$ cat src/rtl/ldtu_output_fifo_pkg.sv
// Shared LDTU constants for the output FIFO and the control unit, plus the
// per-edge FIFO operation encoding used to update the fill level.
package ldtu_output_fifo_pkg;

    localparam int Nbits_32       = 32;
    localparam int FifoDepth_buff = 64;
    localparam int bits_ptr       = 6;
    localparam logic [31:0] Idle_word = 32'hF000_0000;

    // Bit 0 = accepted write, bit 1 = valid read.
    typedef enum logic [1:0] {
        FIFO_OP_NONE  = 2'b00,
        FIFO_OP_WRITE = 2'b01,
        FIFO_OP_READ  = 2'b10,
        FIFO_OP_BOTH  = 2'b11
    } fifo_op_t;

    function automatic fifo_op_t fifo_op(input logic wr_ok, input logic rd_ok);
        return fifo_op_t'({rd_ok, wr_ok});
    endfunction

endpackage

$ cat src/rtl/ldtu_fifo_mem.sv
// Word storage for the LDTU output FIFO: synchronous write, asynchronous read.
// Contents are deliberately not reset; the pointers decide what is valid.
module ldtu_fifo_mem
    import ldtu_output_fifo_pkg::*;
#(
    parameter int WIDTH = 32,
    parameter int DEPTH = 64,
    parameter int AW    = 6
)(
    input  logic             CLK_,
    input  logic             wr_en,
    input  logic [AW-1:0]    wr_addr,
    input  logic [WIDTH-1:0] wr_data,
    input  logic [AW-1:0]    rd_addr,
    output logic [WIDTH-1:0] rd_data
);

    logic [WIDTH-1:0] mem [DEPTH];

    always_ff @(posedge CLK_) begin
        if (wr_en) begin
            mem[wr_addr] <= wr_data;
        end
    end

    assign rd_data = mem[rd_addr];

endmodule

$ cat src/rtl/ldtu_output_fifo.sv
// LDTU output FIFO between the control unit and the serializer: circular
// buffer with registered read data, idle-word fill, and a sticky overflow flag.
module ldtu_output_fifo
    import ldtu_output_fifo_pkg::*;
#(
    parameter int Nbits_32       = ldtu_output_fifo_pkg::Nbits_32,
    parameter int FifoDepth_buff = ldtu_output_fifo_pkg::FifoDepth_buff,
    parameter int bits_ptr       = ldtu_output_fifo_pkg::bits_ptr,
    parameter logic [Nbits_32-1:0] Idle_word = ldtu_output_fifo_pkg::Idle_word
)(
    input  logic                CLK_,
    input  logic                reset_,
    input  logic                write_signal,
    input  logic [Nbits_32-1:0] DATA_from_CU,
    input  logic                read_signal,
    input  logic                flush,
    output logic [Nbits_32-1:0] DATA_out,
    output logic                full,
    output logic                empty,
    output logic [bits_ptr:0]   fill_level,
    output logic                overflow
);

    localparam logic [bits_ptr:0]   DEPTH_LVL = (bits_ptr+1)'(FifoDepth_buff);
    localparam logic [bits_ptr:0]   LVL_ONE   = (bits_ptr+1)'(1);
    localparam logic [bits_ptr-1:0] PTR_ONE   = bits_ptr'(1);

    logic [bits_ptr-1:0] wr_ptr;
    logic [bits_ptr-1:0] rd_ptr;
    logic [Nbits_32-1:0] rd_word;
    logic                lvl_at_depth;
    logic                wr_accept;
    logic                rd_valid;
    logic                wr_dropped;
    fifo_op_t            op;

    // A write at full depth is only taken when a read frees a slot on the same edge.
    always_comb begin
        lvl_at_depth = (fill_level == DEPTH_LVL);
        wr_accept    = write_signal && (!lvl_at_depth || read_signal);
        rd_valid     = read_signal && (fill_level != '0);
        wr_dropped   = write_signal && !wr_accept;
        op           = fifo_op(wr_accept, rd_valid);
    end

    ldtu_fifo_mem #(
        .WIDTH (Nbits_32),
        .DEPTH (FifoDepth_buff),
        .AW    (bits_ptr)
    ) u_mem (
        .CLK_    (CLK_),
        .wr_en   (wr_accept && !flush && reset_),
        .wr_addr (wr_ptr),
        .wr_data (DATA_from_CU),
        .rd_addr (rd_ptr),
        .rd_data (rd_word)
    );

    always_ff @(posedge CLK_ or negedge reset_) begin
        if (!reset_) begin
            wr_ptr     <= '0;
            rd_ptr     <= '0;
            fill_level <= '0;
        end else if (flush) begin
            wr_ptr     <= '0;
            rd_ptr     <= '0;
            fill_level <= '0;
        end else begin
            if (wr_accept) begin
                wr_ptr <= wr_ptr + PTR_ONE;
            end
            if (rd_valid) begin
                rd_ptr <= rd_ptr + PTR_ONE;
            end
            case (op)
                FIFO_OP_WRITE: fill_level <= fill_level + LVL_ONE;
                FIFO_OP_READ:  fill_level <= fill_level - LVL_ONE;
                default:       fill_level <= fill_level;
            endcase
        end
    end

    // A read on an empty FIFO emits the idle word; same-edge writes never bypass.
    always_ff @(posedge CLK_ or negedge reset_) begin
        if (!reset_) begin
            DATA_out <= Idle_word;
        end else if (flush) begin
            DATA_out <= Idle_word;
        end else if (read_signal) begin
            DATA_out <= rd_valid ? rd_word : Idle_word;
        end
    end

    always_ff @(posedge CLK_ or negedge reset_) begin
        if (!reset_) begin
            overflow <= 1'b0;
        end else if (!flush && wr_dropped) begin
            overflow <= 1'b1;
        end
    end

    // One word of margin so the control unit's registered strobe cannot overrun.
    assign full  = (fill_level >= (DEPTH_LVL - LVL_ONE));
    assign empty = (fill_level == '0);

endmodule

$ cat config.mk
export PLATFORM = sky130hd
export DESIGN_NAME = ldtu_output_fifo
export DESIGN_NICKNAME = d
export VERILOG_FILES = /design/src/rtl/ldtu_output_fifo_pkg.sv /design/src/rtl/ldtu_fifo_mem.sv /design/src/rtl/ldtu_output_fifo.sv
export SDC_FILE = /design/constraint.sdc
export NUM_CORES = 2
export LEC_CHECK = 0
export ABC_AREA = 1
export CAP_MARGIN = 20
export CORE_ASPECT_RATIO = 1.2
export CORE_MARGIN = 2
export CORE_UTILIZATION = 35
export CTS_CLUSTER_DIAMETER = 200
export DETAILED_ROUTE_END_ITERATION = 10
export GPL_TIMING_DRIVEN = 0
export PLACE_DENSITY = 0.52
export SLEW_MARGIN = 20
export SYNTH_ARGS = -nofsm -noshare
export SYNTH_HDL_FRONTEND = slang
export SYNTH_SLANG_ARGS = --single-unit
$ cat constraint.sdc
create_clock -name CLK_ -period 9.6 [get_ports CLK_]
set_clock_uncertainty 0.05 [all_clocks]
set_input_delay 1.92 -clock CLK_ [delete_from_list [all_inputs] [get_ports CLK_]]
set_output_delay 1.92 -clock CLK_ [all_outputs]
set_load 0.03 [all_outputs]
==> Flow_metrics.wiki <==
{| class="wikitable"
! Metric !! Value
|-
| Result of the run || completed
|-
| Compound-Gate Fraction of Synth Area || 0.00352
|-
| Combinational family with the most area after synthesis || simple AND/OR/NAND/NOR gates
|-
| Starting DRC count in detailed routing || 7972
|-
| Total of max-cap violations || 0
|-
| Number of setup violations in the final report || 0
|-
| Longest Clk Path Bufs || 4
|-
| Post-cts sizing count || 0
|-
| Achievable Freq || 0.214 GHz
|-
| Initial core utilization || 0.351
|-
| Most repeated cell in the gate-level netlist after synthesis || sky130_fd_sc_hd__nand2_1
|-
| Die area || 250000 µm²
|-
| Post-route cell area || 101000 µm²
|-
| Most area-hungry cell type in the Yosys netlist || sky130_fd_sc_hd__edfxtp_1
|-
| Standby leakage power || 38.3 nW
|-
| Clock transition time at the flip-flop clock pins of the worst setup and hold paths || 60 ps
|-
| Drt first pass iters || 6
|-
| Combined global-route utilization of all metal layers || 0.266
|-
| Global-route wire length before repair || 460 mm
|-
| Final Max Tran Viols || 0
|-
| Kind of start point of the critical path || input pin
|-
| Via count of the first global-routing pass || 57139
|-
| Part of the power in registers || 0.435
|-
| Slew at the pin closest to its max-slew limit || 1140 ps
|-
| Register-to-Register Setup Slack || 5460 ps
|-
| Die width || 456 µm
|-
| Internal power || 0.0159 W
|-
| Category of the worst setup path capture point || flip-flop
|-
| Start point of the worst hold path || DATA_out[7]
|-
| Fraction of final layout cells sized beyond drive strength 1 || 0.108
|-
| Top cell types by occurrence after synthesis || 3772 x sky130_fd_sc_hd__nand2_1, 2048 x sky130_fd_sc_hd__edfxtp_1, 1062 x sky130_fd_sc_hd__nand3_1, 304 x sky130_fd_sc_hd__buf_2, 133 x sky130_fd_sc_hd__inv_1
|-
| Min Tclk post-route || 4680 ps
|-
| Placer congestion estimate || 1.03
|-
| Antenna violations before repair || 36
|-
| Total wire length after detailed routing || 339 mm
|-
| Endpoint of the worst hold path || DATA_out[7]
|-
| Arrival time at the worst endpoint || 5160 ps
|-
| DRC violation count after routing || 0
|-
| Count of antenna-violating nets left after detailed routing || 0
|-
| Setup Buffers After CTS || 0
|-
| CTS H-Tree Depth || 4
|-
| Seq cells post-synth || 2100
|-
| Power density over the cells || 231 nW/µm²
|-
| Portion of netlist area occupied by mux cells || 0
|-
| Max-slew headroom at the worst pin || 0.237
|-
| Portion of the clock cycle consumed by the worst path in the final layout || 0.487
|-
| Number of buffers inserted by port buffering || 78
|-
| Area share of fa/ha/maj cells after synthesis || 0.00125
|-
| Worst Reg2Reg Path Length in Cells || 11
|-
| Critical register-to-register path startpoint || rd_ptr[2]
|-
| Fraction of the mapped netlist area in simple logic gates || 0.233
|-
| CORE AREA || 245000 µm²
|-
| Routed length per placed instance || 29.4 µm
|-
| Area of the mapped netlist || 85900 µm²
|-
| Total congestion overflow || 0
|-
| DIE HEIGHT || 547 µm
|-
| Endpoints failing hold || 0
|-
| Post-synth cell types || 33
|-
| Number of cells produced by synthesis || 7676
|-
| Source-to-sink clock delay at the later pin of the worst-skew pair || 870 ps
|-
| Area overhead of the layout relative to synthesis || 17.9%
|-
| Combinational group share of total power || 0.220
|-
| Avg Vias per Cell || 5.27
|-
| Clock Root Buffer || sky130_fd_sc_hd__clkbuf_16
|-
| Syn nets || 7721
|-
| Half-perimeter wire length of the detailed placement result || 243 mm
|-
| Non-Filler Instances || 11524
|-
| Number of flops mapped to enable cells by yosys || 2048
|-
| Category of the most critical setup path || in2reg
|-
| Average cell area after synthesis || 11.2 µm²
|-
| Number of top-level design ports || 79
|-
| Critical path peak fanout || 14
|-
| Net Switching || 0.00759 W
|-
| Cell total after placement || 11124
|-
| Number of warnings reported in the yosys synthesis log || 0
|-
| Share of synthesized registers carrying an async set or reset || 0.0248
|-
| Final-layout fill cell count || 23307
|-
| Max rail drop VDD || 143 µV
|-
| Total Nets Final || 8168
|-
| Maximum number of pins on one net before global-route repair || 65
|-
| Switching portion of total power || 0.324
|-
| Part of the Yosys area used for sequential elements || 0.731
|-
| TritonCTS Buffers || 213
|-
| RSZ-0062 raised after global routing || false
|-
| Leading cell types by total area after synthesis || sky130_fd_sc_hd__edfxtp_1 72%, sky130_fd_sc_hd__nand2_1 16%, sky130_fd_sc_hd__nand3_1 6.2%
|-
| CTS sink cnt || 2100
|-
| Total number of vias || 60703
|-
| Share of Yosys cell area claimed by the top area cell type || 0.716
|-
| Xor and xnor fraction of the mapped netlist area || 0.000815
|-
| Number of rows in the core area || 199
|-
| Placed Instance Area || 94800 µm²
|-
| Data required time of the worst path || 10080 ps
|-
| Hold buffer count at CTS || 0
|-
| Reg-to-reg endpoint || DATA_out[16]
|-
| Depth of the worst hold-timing path || 2
|-
| Commonest register cell after synthesis || sky130_fd_sc_hd__edfxtp_1
|-
| Classification of the worst-slack hold path || reg2reg
|-
| Part of the total power dissipated in the clock network || 0.345
|-
| TritonCTS clock tree || built
|}
## worst max-delay path, stage by stage
cell	delay (ps)
sky130_fd_sc_hd__clkdlybuf4s50_1	930
sky130_fd_sc_hd__nor2_2	370
sky130_fd_sc_hd__inv_2	120
sky130_fd_sc_hd__nor2_8	260
sky130_fd_sc_hd__nand2_2	320
sky130_fd_sc_hd__nor2_4	710
sky130_fd_sc_hd__buf_12	270
sky130_fd_sc_hd__buf_16	180
## per-stage QoR
step	setup slack (ps)	hold WS, ps	setup TNS (ps)	utilization	total power, W
after global placement	-3460	422	-683090	0.371	0.0154
after detailed placement	4210	416	0	0.388	0.0154
after CTS	5080	433	0	0.414	0.0234
final	4920	432	0	0.415	0.0234
after global routing	4990	447	0	0.414	0.0241
after floorplan	3630	515	0	-	0.0129
## per-layer routing
| layer | GRT usage | part of all wire | vias up | wire [µm] |
|---|---|---|---|---|
| met5 | 0 | 0.00011 | - | 38 |
| met3 | 0.0422 | 0.080 | 669 | 27000 |
| met4 | 0.155 | 0.067 | 6 | 22800 |
| met2 | 0.433 | 0.47 | 2883 | 159000 |
| met1 | 0.336 | 0.38 | 30211 | 130000 |
| li1 | - | - | 26934 | - |
## worst max path at each step
stage,start,endpoint,slack [ps]
5_1_grt,flush,u_mem.mem[39][10],4990
6_report,flush,u_mem.mem[39][10],4920
3_3_place_gp,reset_,u_mem.mem[31][10],-3460
3_5_place_dp,flush,u_mem.mem[39][8],4210
4_1_cts,flush,u_mem.mem[39][10],5080
2_1_floorplan,read_signal,u_mem.mem[31][0],3630
## cell usage in the layout, fill, tap and decap left out, types with 3 or more instances in the layout
cell,count
sky130_fd_sc_hd__nand2_1,3772
sky130_fd_sc_hd__edfxtp_1,2048
sky130_fd_sc_hd__nand3_1,1062
sky130_fd_sc_hd__buf_2,311
sky130_fd_sc_hd__clkbuf_16,214
sky130_fd_sc_hd__inv_1,133
sky130_fd_sc_hd__clkbuf_1,115
sky130_fd_sc_hd__buf_16,85
sky130_fd_sc_hd__nor2_4,63
sky130_fd_sc_hd__buf_4,60
sky130_fd_sc_hd__buf_12,60
sky130_fd_sc_hd__clkinv_1,56
sky130_fd_sc_hd__dfrtp_1,48
sky130_fd_sc_hd__clkdlybuf4s50_1,45
sky130_fd_sc_hd__a21oi_1,39
sky130_fd_sc_hd__clkinv_2,31
sky130_fd_sc_hd__buf_1,27
sky130_fd_sc_hd__nor2_1,15
sky130_fd_sc_hd__bufinv_16,15
sky130_fd_sc_hd__diode_2,12
sky130_fd_sc_hd__o21ai_0,12
sky130_fd_sc_hd__inv_2,7
sky130_fd_sc_hd__nand4_4,7
sky130_fd_sc_hd__ha_1,7
sky130_fd_sc_hd__clkinvlp_4,6
sky130_fd_sc_hd__clkbuf_2,5
sky130_fd_sc_hd__dfstp_2,4
sky130_fd_sc_hd__nand4_1,4
sky130_fd_sc_hd__nor2_2,4
sky130_fd_sc_hd__xnor2_1,4
sky130_fd_sc_hd__xor2_1,4
sky130_fd_sc_hd__nand2_2,3
sky130_fd_sc_hd__buf_6,3
sky130_fd_sc_hd__nor3_1,3
sky130_fd_sc_hd__o22ai_1,3
sky130_fd_sc_hd__clkinv_8,3
sky130_fd_sc_hd__inv_6,3
## cells by family after synthesis
kind of cell               count (synthesis)
buffers and inverters                    567
DFF                                     2100
adders and majority gates                  8
and+or+nand+nor                         4935
AOI/OAI and AO/OA                         58
xor gates and xnor gates                   8
## area by class of cell
type	count	area, µm²	area share
clock inverter	117	990	0.00977
sequential	2100	62800	0.620
clock buffer	271	5580	0.0550
timing repair buffer	232	4300	0.0424
buffer	424	2100	0.0207
antenna	12	30.0	0.000296
inverter	143	542	0.00535
multi-input combinational	5009	21000	0.207
tap	3216	4020	0.0397
## state kept, by name, indices dropped and copies added (netlist names)
signal and flops:
u_mem.mem 2048, wr_ptr 6, DATA_out 32, fill_level 7, rd_ptr 6, overflow 1
## power groups by stage
stage / Combinational (W) / Clock [W] / Sequential, W
2_1_floorplan: 0.00244 / 0 / 0.0105
3_5_place_dp: 0.00504 / 0 / 0.0104
3_3_place_gp: 0.00497 / 0 / 0.0104
5_1_grt: 0.00543 / 0.00851 / 0.0102
4_1_cts: 0.00506 / 0.00818 / 0.0102
6_report: 0.00515 / 0.00810 / 0.0102
Power figures use the tool's default switching activity.
